==> config.mk <==
export PLATFORM = sky130hd
export DESIGN_NAME = dm_bridge
export DESIGN_NICKNAME = d
export VERILOG_FILES = /design/src/rtl/dm_bridge.sv
export SDC_FILE = /design/constraint.sdc
export NUM_CORES = 1
export LEC_CHECK = 0
export CAP_MARGIN = 10
export CORE_UTILIZATION = 40
export DETAILED_ROUTE_END_ITERATION = 16
export PLACE_DENSITY_LB_ADDON = 0.08
export SYNTH_ARGS = -nofsm -noshare
export SYNTH_HDL_FRONTEND = slang
export SYNTH_SLANG_ARGS = --single-unit
==> constraint.sdc <==
create_clock -name clk -period 6.4 [get_ports clk]
set_clock_uncertainty 0.2 [all_clocks]
set_input_delay 0.64 -clock clk [delete_from_list [all_inputs] [get_ports clk]]
set_output_delay 0.64 -clock clk [all_outputs]
set_load 0.02 [all_outputs]
==> src/rtl/dm_bridge.sv <==
// dm_bridge: M-stage data-memory bridge turning byte/half/word loads/stores into a word-addressed,
// byte-enabled req/ack access. Define DM_BRIDGE_TIMEOUT_EN to enable the ack watchdog.
module dm_bridge #(
    parameter int unsigned ADDR_W  = 14,
    parameter int unsigned TIMEOUT = 255
) (
    input  logic              clk,
    input  logic              reset,
    input  logic              req_valid,
    input  logic              req_write,
    input  logic [1:0]        req_size,
    input  logic              req_sign,
    input  logic [ADDR_W-1:0] req_addr,
    input  logic [31:0]       req_wdata,
    output logic              stall,
    output logic              done,
    output logic [31:0]       rdata,
    output logic              misalign,
    output logic              timeout,
    output logic              mem_req,
    output logic              mem_we,
    output logic [3:0]        mem_be,
    output logic [ADDR_W-3:0] mem_addr,
    output logic [31:0]       mem_wdata,
    input  logic              mem_ack,
    input  logic [31:0]       mem_rdata
);

    typedef enum logic [1:0] {StIdle, StWait, StDone} state_e;

    state_e            state_q, state_d;
    logic              mem_req_q, mem_req_d;
    logic              mem_we_q, mem_we_d;
    logic [3:0]        mem_be_q, mem_be_d;
    logic [ADDR_W-3:0] mem_addr_q, mem_addr_d;
    logic [31:0]       mem_wdata_q, mem_wdata_d;
    logic [1:0]        size_q, size_d;
    logic              sign_q, sign_d;
    logic [1:0]        off_q, off_d;
    logic [31:0]       rdata_q, rdata_d;
    logic              misalign_q, misalign_d;
    logic              tmo_hit;

    logic              req_misaligned;
    logic [3:0]        req_be;
    logic [31:0]       req_wdata_rep;
    logic [7:0]        lane_b;
    logic [15:0]       lane_h;
    logic [31:0]       load_data;

    assign req_misaligned = (req_size == 2'd3)
                          || ((req_size == 2'd1) && req_addr[0])
                          || ((req_size == 2'd2) && (req_addr[1:0] != 2'b00));

    always_comb begin
        req_be        = 4'b1111;
        req_wdata_rep = req_wdata;
        case (req_size)
            2'd0: begin
                req_be        = 4'b0001 << req_addr[1:0];
                req_wdata_rep = {4{req_wdata[7:0]}};
            end
            2'd1: begin
                req_be        = req_addr[1] ? 4'b1100 : 4'b0011;
                req_wdata_rep = {2{req_wdata[15:0]}};
            end
            default: ;
        endcase
    end

    // Lane select uses the offset latched at issue, not the live request.
    always_comb begin
        case (off_q)
            2'd1:    lane_b = mem_rdata[15:8];
            2'd2:    lane_b = mem_rdata[23:16];
            2'd3:    lane_b = mem_rdata[31:24];
            default: lane_b = mem_rdata[7:0];
        endcase
        lane_h = off_q[1] ? mem_rdata[31:16] : mem_rdata[15:0];
        case (size_q)
            2'd0:    load_data = {{24{sign_q & lane_b[7]}}, lane_b};
            2'd1:    load_data = {{16{sign_q & lane_h[15]}}, lane_h};
            default: load_data = mem_rdata;
        endcase
    end

    always_comb begin
        state_d     = state_q;
        mem_req_d   = mem_req_q;
        mem_we_d    = mem_we_q;
        mem_be_d    = mem_be_q;
        mem_addr_d  = mem_addr_q;
        mem_wdata_d = mem_wdata_q;
        size_d      = size_q;
        sign_d      = sign_q;
        off_d       = off_q;
        rdata_d     = rdata_q;
        misalign_d  = misalign_q;
        case (state_q)
            StIdle: begin
                if (req_valid) begin
                    if (req_misaligned) begin
                        state_d    = StDone;
                        misalign_d = 1'b1;
                        rdata_d    = '0;
                    end else begin
                        state_d     = StWait;
                        mem_req_d   = 1'b1;
                        mem_we_d    = req_write;
                        mem_be_d    = req_be;
                        mem_addr_d  = req_addr[ADDR_W-1:2];
                        mem_wdata_d = req_wdata_rep;
                        size_d      = req_size;
                        sign_d      = req_sign;
                        off_d       = req_addr[1:0];
                    end
                end
            end
            StWait: begin
                if (mem_ack) begin
                    state_d   = StDone;
                    mem_req_d = 1'b0;
                    rdata_d   = mem_we_q ? 32'h0 : load_data;
                end else if (tmo_hit) begin
                    state_d   = StDone;
                    mem_req_d = 1'b0;
                    rdata_d   = '0;
                end
            end
            StDone: begin
                state_d    = StIdle;
                misalign_d = 1'b0;
            end
            default: state_d = StIdle;
        endcase
    end

    always_ff @(posedge clk or negedge reset) begin
        if (!reset) begin
            state_q     <= StIdle;
            mem_req_q   <= 1'b0;
            mem_we_q    <= 1'b0;
            mem_be_q    <= '0;
            mem_addr_q  <= '0;
            mem_wdata_q <= '0;
            size_q      <= '0;
            sign_q      <= 1'b0;
            off_q       <= '0;
            rdata_q     <= '0;
            misalign_q  <= 1'b0;
        end else begin
            state_q     <= state_d;
            mem_req_q   <= mem_req_d;
            mem_we_q    <= mem_we_d;
            mem_be_q    <= mem_be_d;
            mem_addr_q  <= mem_addr_d;
            mem_wdata_q <= mem_wdata_d;
            size_q      <= size_d;
            sign_q      <= sign_d;
            off_q       <= off_d;
            rdata_q     <= rdata_d;
            misalign_q  <= misalign_d;
        end
    end

`ifdef DM_BRIDGE_TIMEOUT_EN
    localparam int unsigned CntW = (TIMEOUT > 256) ? $clog2(TIMEOUT) : 8;

    logic [CntW-1:0] cnt_q, cnt_d;
    logic            tmo_q, tmo_d;

    // Counter is held at zero outside WAIT, so every WAIT entry starts from zero.
    assign tmo_hit = (state_q == StWait) && !mem_ack && (cnt_q == CntW'(TIMEOUT - 1));

    always_comb begin
        cnt_d = (state_q == StWait) ? cnt_q + 1'b1 : '0;
        tmo_d = tmo_q;
        if (tmo_hit) begin
            tmo_d = 1'b1;
        end else if (state_q == StDone) begin
            tmo_d = 1'b0;
        end
    end

    always_ff @(posedge clk or negedge reset) begin
        if (!reset) begin
            cnt_q <= '0;
            tmo_q <= 1'b0;
        end else begin
            cnt_q <= cnt_d;
            tmo_q <= tmo_d;
        end
    end

    assign timeout = tmo_q;
`else
    logic unused_timeout_cfg;

    assign unused_timeout_cfg = ^TIMEOUT;
    assign tmo_hit            = 1'b0;
    assign timeout            = 1'b0;
`endif

    assign stall     = req_valid && (state_q != StDone);
    assign done      = (state_q == StDone);
    assign rdata     = rdata_q;
    assign misalign  = misalign_q;
    assign mem_req   = mem_req_q;
    assign mem_we    = mem_we_q;
    assign mem_be    = mem_be_q;
    assign mem_addr  = mem_addr_q;
    assign mem_wdata = mem_wdata_q;

endmodule

# Yosys cells after proc, flatten, opt, wreduce, memory -nomap -nowiden
# Index checks and enable logic that the tools add are counted.
dict set report totals {
  register_bits 90
  inputBits 86
  out_inout_bits 86
}
dict set report classes {
  n_eq_ne 14
  shift 1
  n_mux 22
  n_bitwise 3
  n_reduce_logical 16
}
# cell n
set ops {}
lappend ops {{32-bit one-hot mux with 2 select lines} 3}
lappend ops {{32-bit two-way mux} 4}
lappend ops {{8-bit one-hot mux with 3 select lines} 1}
lappend ops {{16-bit two-way mux} 1}
lappend ops {{2-bit == test (second input constant)} 5}
lappend ops {{2-bit != test (second input constant)} 5}
lappend ops {{2-bit by 1-bit == test with 1-bit output (second input constant)} 4}
lappend ops {{4-bit one-hot mux with 2 select lines} 1}
lappend ops {{4-bit AND reduction} 2}
lappend ops {{2-bit logical NOT} 3}
lappend ops {{2-bit two-way mux} 3}
lappend ops {{3-bit AND reduction} 2}
lappend ops {{2-bit nonzero test} 3}
lappend ops {{1-bit two-way mux} 5}
lappend ops {{4-bit two-way mux} 1}
lappend ops {{1-bit one-hot mux with 2 select lines} 2}
lappend ops {{2-bit one-hot mux with 2 select lines} 1}
lappend ops {{1-bit by 2-bit left shift with 4-bit output (first input constant)} 1}
lappend ops {{1-bit logical AND} 3}
lappend ops {{1-bit bitwise AND} 2}
lappend ops {{1-bit logical OR} 2}
lappend ops {{2-bit AND reduction} 1}
lappend ops {{1-bit inverter} 1}

# Longest topological paths before layout
dict set report depth {
  word_depth 7
  mapped_depth 7
}

# Least setup slack after synthesis
# OpenSTA, ideal clock, no wires.
dict set report synth_path {
  path_kind {input to register}
  start {input port req_size[0]}
  end {register mem_addr_q[0] (netlist: mem_addr[0])}
  t_arrival_ns 1.972
  slack_ns 4.100
  path_stages 4
  path_cell_list {or3_1 > a2111o_1 > buf_2 > mux2_1}
}
dict set report synth_between {
  elab_chain_cells 6
}
# element line_no
set synth_lines {}
lappend synth_lines {{start: declaration} 11} ;# input logic [1:0] req_size,
lappend synth_lines {{2-bit by 1-bit == test with 1-bit output} 52} ;# || ((req_size == 2'd1) && req_addr[0])
lappend synth_lines {{1-bit logical AND} 52}
lappend synth_lines {{1-bit logical OR} 52}
lappend synth_lines {{1-bit logical OR *} 53} ;# || ((req_size == 2'd2) && (req_addr[1:0] != 2'b00));
lappend synth_lines {{1-bit inverter (no source line) *} --}
lappend synth_lines {{3-bit AND reduction (no source line) *} --}
lappend synth_lines {{end signal: assignment} 156} ;# mem_addr_q <= mem_addr_d;
lappend synth_lines {{end: declaration} 35} ;# logic [ADDR_W-3:0] mem_addr_q, mem_addr_d;
# Mark *: on every way between the ends. The rest lies on a longest branch, timed or not.
# A chain may end at the register's enable or synchronous reset.

# Worst setup path after layout
dict set report layout_path {
  start {input port req_size[0]}
  end {register off_q[0]}
}
dict set report layout_between {
  elab_chain_cells 6
}
# element line_no
set layout_lines {}
lappend layout_lines {{2-bit by 1-bit == test with 1-bit output} 52}
lappend layout_lines {{1-bit logical AND} 52}
lappend layout_lines {{1-bit logical OR} 52}
lappend layout_lines {{1-bit logical OR *} 53}
lappend layout_lines {{1-bit inverter (no source line) *} --}
lappend layout_lines {{3-bit AND reduction (no source line) *} --}
lappend layout_lines {{end signal: assignment} 148} ;# off_q <= '0;
lappend layout_lines {{end signal: assignment} 160} ;# off_q <= off_d;
lappend layout_lines {{end: declaration} 39} ;# logic [1:0] off_q, off_d;
# Marks and branches as above.

==> insert_results.sql <==
INSERT INTO impl_metrics (metric_group, metric, value, unit) VALUES
('run_status', 'outcome', 'finished clean', ''),
('synthesis', 'seq_area_frac_synth', '0.526', ''),
('route', 'number_of_routed_nets_with_antenna_violations', '0', ''),
('final_layout', 'filler_cell_count', '921', ''),
('synthesis', 'async_reset_ff_frac', '1.00', ''),
('route', 'detailroute.via_count', '3593', ''),
('grt', 'grt_first_pass_wirelength', '17700', 'um'),
('sta', 'total_negative_setup_slacks', '0', 'ns'),
('die', 'fp.dieH', '105', 'um'),
('clock_tree', 'hold_buffers', '0', ''),
('synthesis', 'yosysMostFrequentCell', 'dfrtp_1', ''),
('grt', 'global_route.peak_usage_layer', 'met2', ''),
('final_layout', 'nets', '635', ''),
('sta', 'worst_pin_slew', '1.05', 'ns'),
('sta', 'clock.fmax', '297', 'MHz'),
('grt', 'overflow', '0', ''),
('route', 'drt_iter0_markers', '96', ''),
('final_layout', 'final_layout_size_suffix_gt1_frac', '0.0632', ''),
('synthesis', 'mapped_area', '4280', 'um2'),
('synthesis', 'synth-edff-count', '0', ''),
('critical_path', 'crit_fanout', '76', ''),
('clock_tree', 'cts_clock_pin_slew_for_the_worst_setup_and_hold_paths', '0.09', 'ns'),
('place', 'place_hpwl', '7890', 'um'),
('sta', 'worst_hold_slack', '0.0342', 'ns'),
('power', 'power_leakage', '0.00269', 'uW'),
('sta', 'layout_min_cycle_time', '3.37', 'ns'),
('sta', 'rsz0062_at_grt', 'no', ''),
('place', 'port_buffers', '170', ''),
('critical_path', 'worst_path_cell_with_the_longest_stage_delay', 'clkdlybuf4s50_1', ''),
('critical_path', 'worstRegToRegCells', '4', ''),
('synthesis', 'synth_top_cells_by_count', 'dfrtp_1, nand2_1, a21oi_1, o21ai_0', ''),
('critical_path', 'timing.setup.critical_path_class', 'input pin to register', ''),
('clock_tree', 'cts_max_level', '3', ''),
('critical_path', 'timing.critical_path.to_type', 'register', ''),
('die', 'die-width', '105', 'um'),
('critical_path', 'critPathArrivalTime', '3.40', 'ns'),
('sta', 'relSlewSlack', '0.298', ''),
('clock_tree', 'cts_sinks', '90', ''),
('power', 'power_density_cells', '385', 'nW/um2'),
('sta', 'finalCritPeriodShare', '0.527', ''),
('sta', 'final_max_slew_viol_count', '0', ''),
('final_layout', 'synthToLayoutAreaGrowth', '46.6', '%'),
('place', 'detailedPlace.worstSlack', '2.64', 'ns'),
('grt', 'gr-usage-met1', '0.265', ''),
('route', 'wl_per_cell', '15.8', 'um'),
('final_layout', 'final_core_util', '0.605', ''),
('sta', 'hold_violations', '0', ''),
('grt', 'initial_antenna_violation_count', '0', ''),
('synthesis', 'mappedNetlistNets', '479', ''),
('synthesis', 'synth_top_area_frac', '0.526', ''),
('place', 'placed_area', '6040', 'um2'),
('critical_path', 'startpoint', 'req_size[0]', ''),
('grt', 'grt.total_usage', '0.201', ''),
('clock_tree', 'root_buffer_cell', 'clkbuf_8', ''),
('clock_tree', 'numCtsBuffers', '9', ''),
('clock_tree', 'post_cts_resize_count', '0', ''),
('clock_tree', 'tritoncts', 'yes', ''),
('grt', 'met3_use_gr', '0.0600', ''),
('critical_path', 'rr_endpoint', 'rdata[22]', ''),
('clock_tree', 'postCtsSetupBuffers', '0', ''),
('die', 'initial_util', '0.413', ''),
('clock_tree', 'cts.path.max_buffers', '2', ''),
('route', 'vias_per_cell', '5.21', ''),
('die', 'io_pins', '172', ''),
('final_layout', 'num_antenna_cells', '0', ''),
('final_layout', 'multiInputGateArea', '1830', 'um2'),
('synthesis', 'post_synth_inst_count', '393', ''),
('synthesis', 'synth_area_per_cell', '10.9', 'um2'),
('sta', 'setup_violating_endpoint_count_in_the_final_report', '0', ''),
('die', 'placement_rows', '37', ''),
('min_path', 'min-delay-path-class', 'input pin to asynchronous set/reset pin', '');
cells in the final DEF (no fill, tap or decap), types with 9 or more instances in the layout:
| cell type | instances |
|---|---|
| nand2b_1 | 9 |
| clkdlybuf4s50_1 | 169 |
| a221o_1 | 16 |
| nand2_1 | 33 |
| o21ai_0 | 26 |
| o21ai_1 | 18 |
| clkbuf_8 | 11 |
| nor2_1 | 17 |
| a21oi_1 | 27 |
| inv_1 | 18 |
| mux2_2 | 10 |
| mux2i_1 | 24 |
| dfrtp_1 | 90 |
| mux2_1 | 24 |
registers in the layout, indices dropped and copies added (netlist names), 2 cells and up:
signal / flops
mem_wdata: 32
rdata: 32
mem_addr: 12
mem_be: 4
off_q: 2
size_q: 2
state_q: 2
report_power, final:
group	switching, uW	internal, uW
clock	202	244
combinational	531	533
sequential	147	757
worst max-delay path: cells and delay by family:
family,cells,cell delay [ns]
muxes,1,0.40
AOI/OAI and AO/OA,1,0.61
buffers and inverters,2,1.17
and+or+nand+nor,1,0.54
layout make-up:
cell class	instances	area share
Clock inverter	5	0.0136
Inverter	18	0.0108
Multi-Input combinational cell	257	0.291
Sequential cell	90	0.359
Timing Repair Buffer	173	0.274
Tap cell	136	0.0271
Clock buffer	11	0.0241
metrics by stage:
stage          total power (uW)  instances
2_1_floorplan              1460        393
3_3_place_gp               1970        674
3_5_place_dp               1990        674
4_1_cts                    2440        690
5_1_grt                    2560        690
6_report                   2410        690
routing by layer:
| layer | share of wire | vias to the layer above |
|---|---|---|
| li1 | - | 1737 |
| met1 | 0.44 | 1704 |
| met2 | 0.46 | 139 |
| met3 | 0.083 | 13 |
| met4 | 0.017 | 0 |
| met5 | 0 | - |
worst min path at each step:
stage                        startpoint       endpoint  slack, ns
after floorplan                   reset    mem_addr[0]       0.14
after CTS                         reset    mem_addr[6]       0.04
final                             reset    mem_addr[6]       0.03
after global routing              reset    mem_addr[6]       0.05
after detailed placement  mem_wdata[21]  mem_wdata[21]       0.27
after global placement    mem_wdata[11]  mem_wdata[11]       0.26
logic make-up (layout without fill, tap and decap cells):
logic type	count (synthesis)	count (layout)	share of synthesized area
AND/OR/NAND/NOR	69	69	0.0716
AO/OA/AOI/OAI	129	129	0.209
multiplexers	58	58	0.145
flip-flops	90	90	0.526
other	1	1	0.000876
buffers and inverters	46	207	0.0473
No activity file was read; power rests on OpenSTA's default activity.
